`config.mk`:
```
export PLATFORM = sky130hd
export DESIGN_NAME = ccc_tick_gen
export DESIGN_NICKNAME = d
export VERILOG_FILES = /design/src/rtl/ccc_tick_gen.sv
export SDC_FILE = /design/constraint.sdc
export NUM_CORES = 1
export LEC_CHECK = 0
export CAP_MARGIN = 25
export CORE_UTILIZATION = 53
export CTS_CLUSTER_DIAMETER = 150
export DETAILED_ROUTE_END_ITERATION = 16
export PLACE_DENSITY = 0.84
export SYNTH_ARGS = -nofsm -noshare
export SYNTH_HDL_FRONTEND = slang
export SYNTH_SLANG_ARGS = --single-unit
```
`constraint.sdc`:
```
create_clock -name CLK -period 5.2 [get_ports CLK]
set_input_delay 1.04 -clock CLK [delete_from_list [all_inputs] [get_ports CLK]]
set_output_delay 1.04 -clock CLK [all_outputs]
set_load 0.03 [all_outputs]
```
`src/rtl/ccc_tick_gen.sv`:
```
// ccc_tick_gen: filtered CCC lock status plus NUM_CH programmable clock-enable
// tick strobes with glitch-free, shadow-buffered divisor reloads.
// Optional build macro CCC_TICK_SQW_EN adds a per-channel square-wave output SQW.
module ccc_tick_gen #(
   parameter int unsigned NUM_CH      = 4,
   parameter int unsigned DIV_W       = 16,
   parameter int unsigned LOCK_FILTER = 8,
   parameter int unsigned DIV_RST     = 1000
) (
   input  logic                      CLK,
   input  logic                      RESETN,
   input  logic                      LOCK,
   input  logic [NUM_CH-1:0]         EN,
   input  logic [NUM_CH-1:0]         DIV_LD,
   input  logic [NUM_CH*DIV_W-1:0]   DIV_VAL,
   input  logic                      LOST_CLR,
   output logic [NUM_CH-1:0]         TICK,
   output logic                      CLK_OK,
   output logic                      LOCK_LOST
`ifdef CCC_TICK_SQW_EN
   ,
   output logic [NUM_CH-1:0]         SQW
`endif
);

   localparam int unsigned FILT_W = 8;

   typedef enum logic [1:0] {
      ST_UNLOCKED = 2'd0,
      ST_SETTLING = 2'd1,
      ST_LOCKED   = 2'd2
   } lock_state_e;

   logic              lock_m;
   logic              lock_s;
   lock_state_e       state;
   lock_state_e       state_nx;
   logic [FILT_W-1:0] filt_cnt;
   logic [FILT_W-1:0] filt_nx;
   logic              lost_set;

   // Two-flop synchronizer for the asynchronous CCC lock
   always_ff @(posedge CLK) begin
      if (!RESETN) begin
         lock_m <= 1'b0;
         lock_s <= 1'b0;
      end else begin
         lock_m <= LOCK;
         lock_s <= lock_m;
      end
   end

   // Lock filter FSM: state, filter count and the registered status flags
   always_ff @(posedge CLK) begin
      if (!RESETN) begin
         state     <= ST_UNLOCKED;
         filt_cnt  <= '0;
         CLK_OK    <= 1'b0;
         LOCK_LOST <= 1'b0;
      end else begin
         state    <= state_nx;
         filt_cnt <= filt_nx;
         CLK_OK   <= (state_nx == ST_LOCKED);
         if (lost_set) begin
            LOCK_LOST <= 1'b1;
         end else if (LOST_CLR) begin
            LOCK_LOST <= 1'b0;
         end
      end
   end

   // Next-state logic; the filter counts consecutive synchronized lock-high cycles
   always_comb begin
      state_nx = state;
      filt_nx  = filt_cnt;
      lost_set = 1'b0;
      unique case (state)
         ST_UNLOCKED: begin
            filt_nx = '0;
            if (lock_s) begin
               filt_nx  = FILT_W'(1);
               state_nx = (LOCK_FILTER <= 1) ? ST_LOCKED : ST_SETTLING;
            end
         end
         ST_SETTLING: begin
            if (!lock_s) begin
               state_nx = ST_UNLOCKED;
               filt_nx  = '0;
            end else if (filt_cnt == FILT_W'(LOCK_FILTER - 1)) begin
               state_nx = ST_LOCKED;
               filt_nx  = '0;
            end else begin
               filt_nx = filt_cnt + FILT_W'(1);
            end
         end
         ST_LOCKED: begin
            filt_nx = '0;
            if (!lock_s) begin
               state_nx = ST_UNLOCKED;
               lost_set = 1'b1;
            end
         end
         default: begin
            state_nx = ST_UNLOCKED;
            filt_nx  = '0;
         end
      endcase
   end

   for (genvar i = 0; i < NUM_CH; i++) begin : g_ch
      logic             run;
      logic             tc;
      logic             xfer;
      logic             pend;
      logic             tick_r;
      logic [DIV_W-1:0] div_act;
      logic [DIV_W-1:0] div_shd;
      logic [DIV_W-1:0] cnt;
      logic [DIV_W-1:0] div_next;
      logic [DIV_W-1:0] div_eff;

      assign run      = CLK_OK & EN[i];
      assign tc       = run && (cnt == '0);
      // A fresh load on the same cycle defers the transfer to the next opportunity
      assign xfer     = pend && !DIV_LD[i] && (tc || !run);
      assign div_next = xfer ? div_shd : div_act;
      assign div_eff  = (div_next == '0) ? DIV_W'(1) : div_next;
      assign TICK[i]  = tick_r;

      // Shadow/active divisor handling and the down-counting tick generator
      always_ff @(posedge CLK) begin
         if (!RESETN) begin
            div_act <= DIV_W'(DIV_RST);
            div_shd <= DIV_W'(DIV_RST);
            pend    <= 1'b0;
            cnt     <= '0;
            tick_r  <= 1'b0;
         end else begin
            if (DIV_LD[i]) begin
               div_shd <= DIV_VAL[i*DIV_W +: DIV_W];
               pend    <= 1'b1;
            end else if (xfer) begin
               div_act <= div_shd;
               pend    <= 1'b0;
            end
            if (!run) begin
               cnt    <= '0;
               tick_r <= 1'b0;
            end else if (tc) begin
               cnt    <= div_eff - DIV_W'(1);
               tick_r <= 1'b1;
            end else begin
               cnt    <= cnt - DIV_W'(1);
               tick_r <= 1'b0;
            end
         end
      end

`ifdef CCC_TICK_SQW_EN
      logic sqw_r;
      assign SQW[i] = sqw_r;

      // Square wave toggling on every tick, held low while the channel is idle
      always_ff @(posedge CLK) begin
         if (!RESETN || !run) begin
            sqw_r <= 1'b0;
         end else if (tc) begin
            sqw_r <= ~sqw_r;
         end
      end
`endif
   end

endmodule

```
==> impl_metrics.tcl, run 1 <==
set metrics [dict create \
    grt_pass1_wl_um 39600 \
    synth_fa_ha_area_frac 0.00609 \
    synth_top_family_by_area "simple AND/OR/NAND/NOR gates" \
    fin_area_um2 12000 \
    syn_area_um2 10300 \
    hold_buffers 0 \
    power.share.switching 0.227 \
    postCtsSetupRepairBufs 0 \
    required_ns 5.57 \
    yosys_register_bits 214 \
    p_int_mw 2.81 \
    status "completed" \
    synth_cells 1127 \
    synth.top_cells.by_count "dfxtp_1, nand2_1, mux2i_1" \
    synth_edf_count 0 \
    final_cells 1464 \
    switchingPower_mw 0.824 \
    synth_area_leaders "dfxtp_1, mux2i_1, nand2_1, nor2b_1, nor2_1" \
    worstReg2RegStart "CLK_OK" \
    cts_tree "done" \
    gp_congestion 0.931 \
    rsz0062_at_grt "false" \
    hold_class "register to register" \
    hold_viol 0 \
    p_comb_frac 0.064 \
    track_usage 0.242 \
    synthMuxAreaShare 0.156 \
    synthXorXnorAreaFrac 0.0341 \
    setup_viol 0 \
    dp_hpwl_um 17100 \
    drtIter0Drc 629 \
    min-delay-start "lock_m" \
    area_delta_synth_final_pct 16.8 \
    grt_pass1_vias 8133 \
    drv_slew 0 \
    power_density_nw_per_um2 303 \
    synth_simple_gate_area_frac 0.253 \
    post-place-cells 1421 \
    nNetsFinal 1267 \
    min_period_over_period 0.727 \
    synth_flop_cell "dfxtp_1" \
    cts_buffers 23 \
    start_kind "input port" \
    synth_compound_area_frac 0.104 \
    r2r_end "g_ch[1].cnt[12]" \
    critPathArrivalTime_ns 4.15 \
    whs_path_depth 1 \
    clockBufferDepth 3 \
    yosys.area.top_type_share 0.417 \
    synth_largest_area_cell "dfxtp_1" \
    ys_seq_area_frac 0.417 \
    grt-ovfl-total 0 \
    coreArea_um2 18800 \
    min_delay_worst_endpoint "lock_s" \
    row_count 50 \
    reg2reg_slack_ns 1.99 \
    io_buffers 81 \
    p_clk_frac 0.459 \
    clk_latency_ns 0.51 \
    wl_um 24300 \
    drt-wirelength-per-cell_um 16.6 \
    irDropWorstVdd_mv 0.193 \
    start_util 0.545 \
    fin_skew_ns 0.0118 \
    fp.dieH_um 141 \
    r2r_cells 8 \
    drive_above_1_share 0.101 \
    antenna_found_initial 1 \
    avgSynthCellArea_um2 9.11 \
    p_seq_frac 0.477 \
    worstMarginPinSlew_ns 0.915 \
    grt_max_degree 60 \
    ys_types 70 \
    ios 82 \
    path_clk_slew_ns 0.06 \
    timing.final.ws_setup_ns 1.42 \
    cts.sinks 214 \
    firstDrtPassIters 5 \
    drc 0 \
    synth_most_common_cell "dfxtp_1" \
    dieArea_um2 19900 \
    final_util 0.637 \
    ant_nets 0 \
    cp-end-kind "register" \
    fmax_mhz 265 \
    synth_async_sr_flop_share 0 \
    leakagePower_nw 5.05 \
    ctsResizeCount 0 \
    place_ws_ns 0.903 \
    tns_ns 0 \
    vias 8511 \
    htree_levels 1 \
    via_per_inst 5.81 \
    maxSlewHeadroom 0.389 \
    placed_area_um2 11200 \
    synthesis.yosys.warnings 0 \
    die_x_um 141 \
    cts_root_buf "clkbuf_16" \
    crit_type "input port to register" \
    cp_max_fo 13 \
    period_minus_slack_ns 3.78 \
    synth_nets 1208 \
    cap_violations 0 \
]
kinds of logic (layout without fill, tap and decap cells):
| group | count (synthesis) | count (layout) |
|---|---|---|
| compound gates | 150 | 150 |
| xor+xnor | 40 | 40 |
| fa+ha+maj | 5 | 5 |
| buf+inv | 66 | 142 |
| flops | 214 | 214 |
| mux | 155 | 155 |
| other cells | 0 | 1 |
| simple gates | 497 | 497 |
per-stage QoR:
stage / hold slack, ns / power [mW]
2_1_floorplan: 0.412 / 1.89
3_3_place_gp: 0.416 / 1.99
3_5_place_dp: 0.428 / 2.00
4_1_cts: 0.445 / 3.66
5_1_grt: 0.456 / 3.75
6_report: 0.440 / 3.63
power groups by stage:
stage               combinational (mW)  clock [mW]  sequential (mW)
floorplan                        0.147           0             1.75
global placement                 0.225           0             1.76
detailed placement               0.231           0             1.77
CTS                              0.233        1.69             1.73
global route                     0.252        1.76             1.74
finish                           0.232        1.67             1.73
layout by cell type (no fill, tap or decap), types with 5 or more instances in the layout:
cell type          n
a211oi_1           6
ha_1               5
nor3_1            37
mux2i_1          114
o21ai_0           11
nand4_1           17
xnor2_1           25
inv_1              7
and3_1             8
nor4_1            37
nor2_1           102
clkinvlp_4         5
mux2_2            33
clkdlybuf4s50_1   80
nand2_1          135
buf_4             13
mux2_1             8
or2_2              5
clkinv_2           6
a21oi_1           39
a31o_2             7
o21a_1             5
nor2b_1           69
a31oi_1           17
and2_1            11
dfxtp_1          214
o21bai_1           9
nand3_1           36
clkbuf_16         23
a21boi_0          19
xor2_1            15
metal layers:
metal,share of wire,vias to the layer above,global-route usage
met5,0,-,0
li1,-,4133,-
met3,0.045,70,0.0377
met4,0.036,0,0.0927
met1,0.44,4043,0.300
met2,0.48,265,0.422
worst max-delay path: stages:
cell             delay [ns]
clkdlybuf4s50_1        0.81
nor2b_1                0.10
buf_4                  0.20
a311o_1                0.34
a21oi_1                0.15
nor2_1                 0.07
nor2_1                 0.11
ha_1                   0.22
inv_1                  0.08
nor4b_2                0.56
nand3_1                0.19
xnor2_1                0.22
nor2_1                 0.05
registers in the layout, summed over array words and instances, names as in the netlist:
name          flops
filt_cnt          8
CLK_OK            1
lock_m            1
g_ch.pend         4
g_ch.div_shd     64
lock_s            1
g_ch.div_act     64
state             2
g_ch.cnt         64
g_ch.tick_r       4
LOCK_LOST         1
worst max path at each step:
stage               startpoint               to  slack, ns  cells after the start
finish               DIV_LD[3]  g_ch[3].cnt[10]       1.42                     13
global route         DIV_LD[3]  g_ch[3].cnt[10]       1.17                     13
CTS                  DIV_LD[3]  g_ch[3].cnt[10]       1.41                     13
detailed placement   DIV_LD[3]  g_ch[3].cnt[10]       0.90                     13
global placement     DIV_LD[3]  g_ch[3].cnt[14]       1.03                     13
floorplan            DIV_LD[1]  g_ch[1].cnt[14]       1.85                     13
cell type report:
type	count	area (µm²)
Antenna cell	1	2.50
Clock buffer	26	607
Clock inverter	16	175
Fill cell	1511	6840
Inverter	7	26.3
Multi-Input combinational cell	847	5680
Sequential cell	214	4280
Tap cell	260	325
Timing Repair Buffer	93	898
Note: power is estimated with default switching activity, not from simulation.
==> inputs of run 2 (changes only) <==
- clock period: 5.2 -> 3.91 ns (I/O delays scaled with it)
==> impl_metrics.tcl, run 2 (synthesized netlist as in run 1, its figures left out) <==
set metrics [dict create \
    hold_ws_ns 0.433 \
    ios 82 \
    drive_above_1_share 0.103 \
    irDropWorstVdd_mv 0.288 \
    period_minus_slack_ns 3.27 \
    required_ns 4.28 \
    maxSlewHeadroom 0.408 \
    ff_latch_area_um2 4280 \
    cp_num_buf_inv 3 \
    firstDrtPassIters 5 \
    hold_buffers 0 \
    path_delay_family "simple AND/OR/NAND/NOR gates" \
    cp_cell_sequence "clkdlybuf4s50_1 -> buf_4 -> nand2b_4 -> a2111oi_0 -> a21oi_1 -> nor2_1 -> nor2_1 -> ha_1 -> inv_1 -> nor4b_2 -> nand4_1 -> xor2_1 -> nor2_1" \
    path_clk_slew_ns 0.06 \
    hold_class "register to register" \
    mostFrequentLayoutCell "dfxtp_1" \
    nFillCells 1560 \
    cp_max_fo 18 \
    rsz0062_at_grt "false" \
    status "completed" \
    fmax_mhz 306 \
    antenna_found_initial 1 \
    nNetsFinal 1278 \
    start_kind "input port" \
    wl_um 24000 \
    htree_levels 1 \
    fin_area_um2 12000 \
    row_count 50 \
    drtIter0Drc 524 \
    placed_area_um2 11300 \
    coreArea_um2 18800 \
    drv_slew 0 \
    grt_pass1_wl_um 39200 \
    fp.dieH_um 141 \
    dp_hpwl_um 16900 \
    power_density_nw_per_um2 395 \
    dieArea_um2 19900 \
    setup_viol 0 \
    clk_latency_ns 0.50 \
    vias 8391 \
    cts_root_buf "clkbuf_16" \
    crit_type "input port to register" \
    grt_pass1_vias 8093 \
    tns_ns 0 \
    via_per_inst 5.70 \
    post-place-cells 1432 \
    grt_max_degree 58 \
    final_util 0.640 \
    cp-end-kind "register" \
    r2r_cells 11 \
    start_util 0.545 \
    whs_path_depth 1 \
    ant_nets 0 \
    drc 0 \
    die_x_um 141 \
    grt-ovfl-total 0 \
    gp_congestion 0.903 \
    area_delta_synth_final_pct 17.3 \
    ctsResizeCount 0 \
    leakagePower_nw 5.10 \
    final_cells 1471 \
    critPathMaxStageDelay_ns 0.58 \
    cts_tree "done" \
    crit_top_cell "nor2_1" \
    largestRegisters "g_ch.cnt x64, g_ch.div_act x64, g_ch.div_shd x64" \
    clockBufferDepth 3 \
    critPathArrivalTime_ns 3.64 \
    worst-path-stages 13 \
    worst_path_max_delay_cell "nor4b_2" \
    final_cell_mix "dfxtp_1, nand2_1, mux2i_1" \
    track_usage 0.239 \
    cap_violations 0 \
    worstMarginPinSlew_ns 0.887 \
    min_period_over_period 0.836 \
    drt-wirelength-per-cell_um 16.3 \
    multi_input_area_um2 5680 \
    io_buffers 81 \
    hold_viol 0 \
    cts.sinks 214 \
    postCtsSetupRepairBufs 0 \
    cts_buffers 23 \
    fin_skew_ns 0.0135 \
]
run 2: per-stage QoR:
stage          worst slack [ns]  total power [mW]
2_1_floorplan             0.821              2.52
3_3_place_gp              0.187              2.65
3_5_place_dp              0.155              2.66
4_1_cts                   0.669              4.81
5_1_grt                   0.442              4.90
6_report                  0.640              4.76
run 2: final timing paths:
check / from / endpoint / slack (ns)
hold reg to reg: lock_m / lock_s / 0.43
setup / recovery: DIV_LD[3] / g_ch[3].cnt[14] / 0.64
hold / removal: lock_m / lock_s / 0.43
setup reg to reg: CLK_OK / g_ch[3].cnt[14] / 0.89
run 2: layer usage:
layer	track usage	vias up	part of all wire	wire length, µm
li1	-	4150	-	-
met1	0.303	3982	0.45	10700
met2	0.405	198	0.48	11500
met3	0.0336	61	0.038	907
met4	0.102	0	0.035	842
met5	0	-	0	0
run 2: cell type report:
class,instances,area share
Timing Repair Buffer,104,0.0825
Clock inverter,6,0.00685
Antenna cell,1,0.000208
Multi-Input combinational cell,847,0.471
Tap cell,260,0.0270
Inverter,7,0.00218
Sequential cell,214,0.356
Clock buffer,32,0.0547
run 2: power by group:
part           total (mW)  internal, mW  switching, mW
combinational       0.310         0.175          0.136
clock                2.14          1.30          0.845
sequential           2.30          2.24         0.0630
total                4.76          3.71           1.04
run 2: worst register-to-register path, cell delays in order (launching register included):
cell and delay (ns):
dfxtp_1 0.68, and2_1 0.38, a2111oi_0 0.21, a21oi_1 0.15
nor2_1 0.06, nor2_1 0.10, ha_1 0.21, inv_1 0.08
nor4b_2 0.58, nand4_1 0.18, xor2_1 0.20, nor2_1 0.05
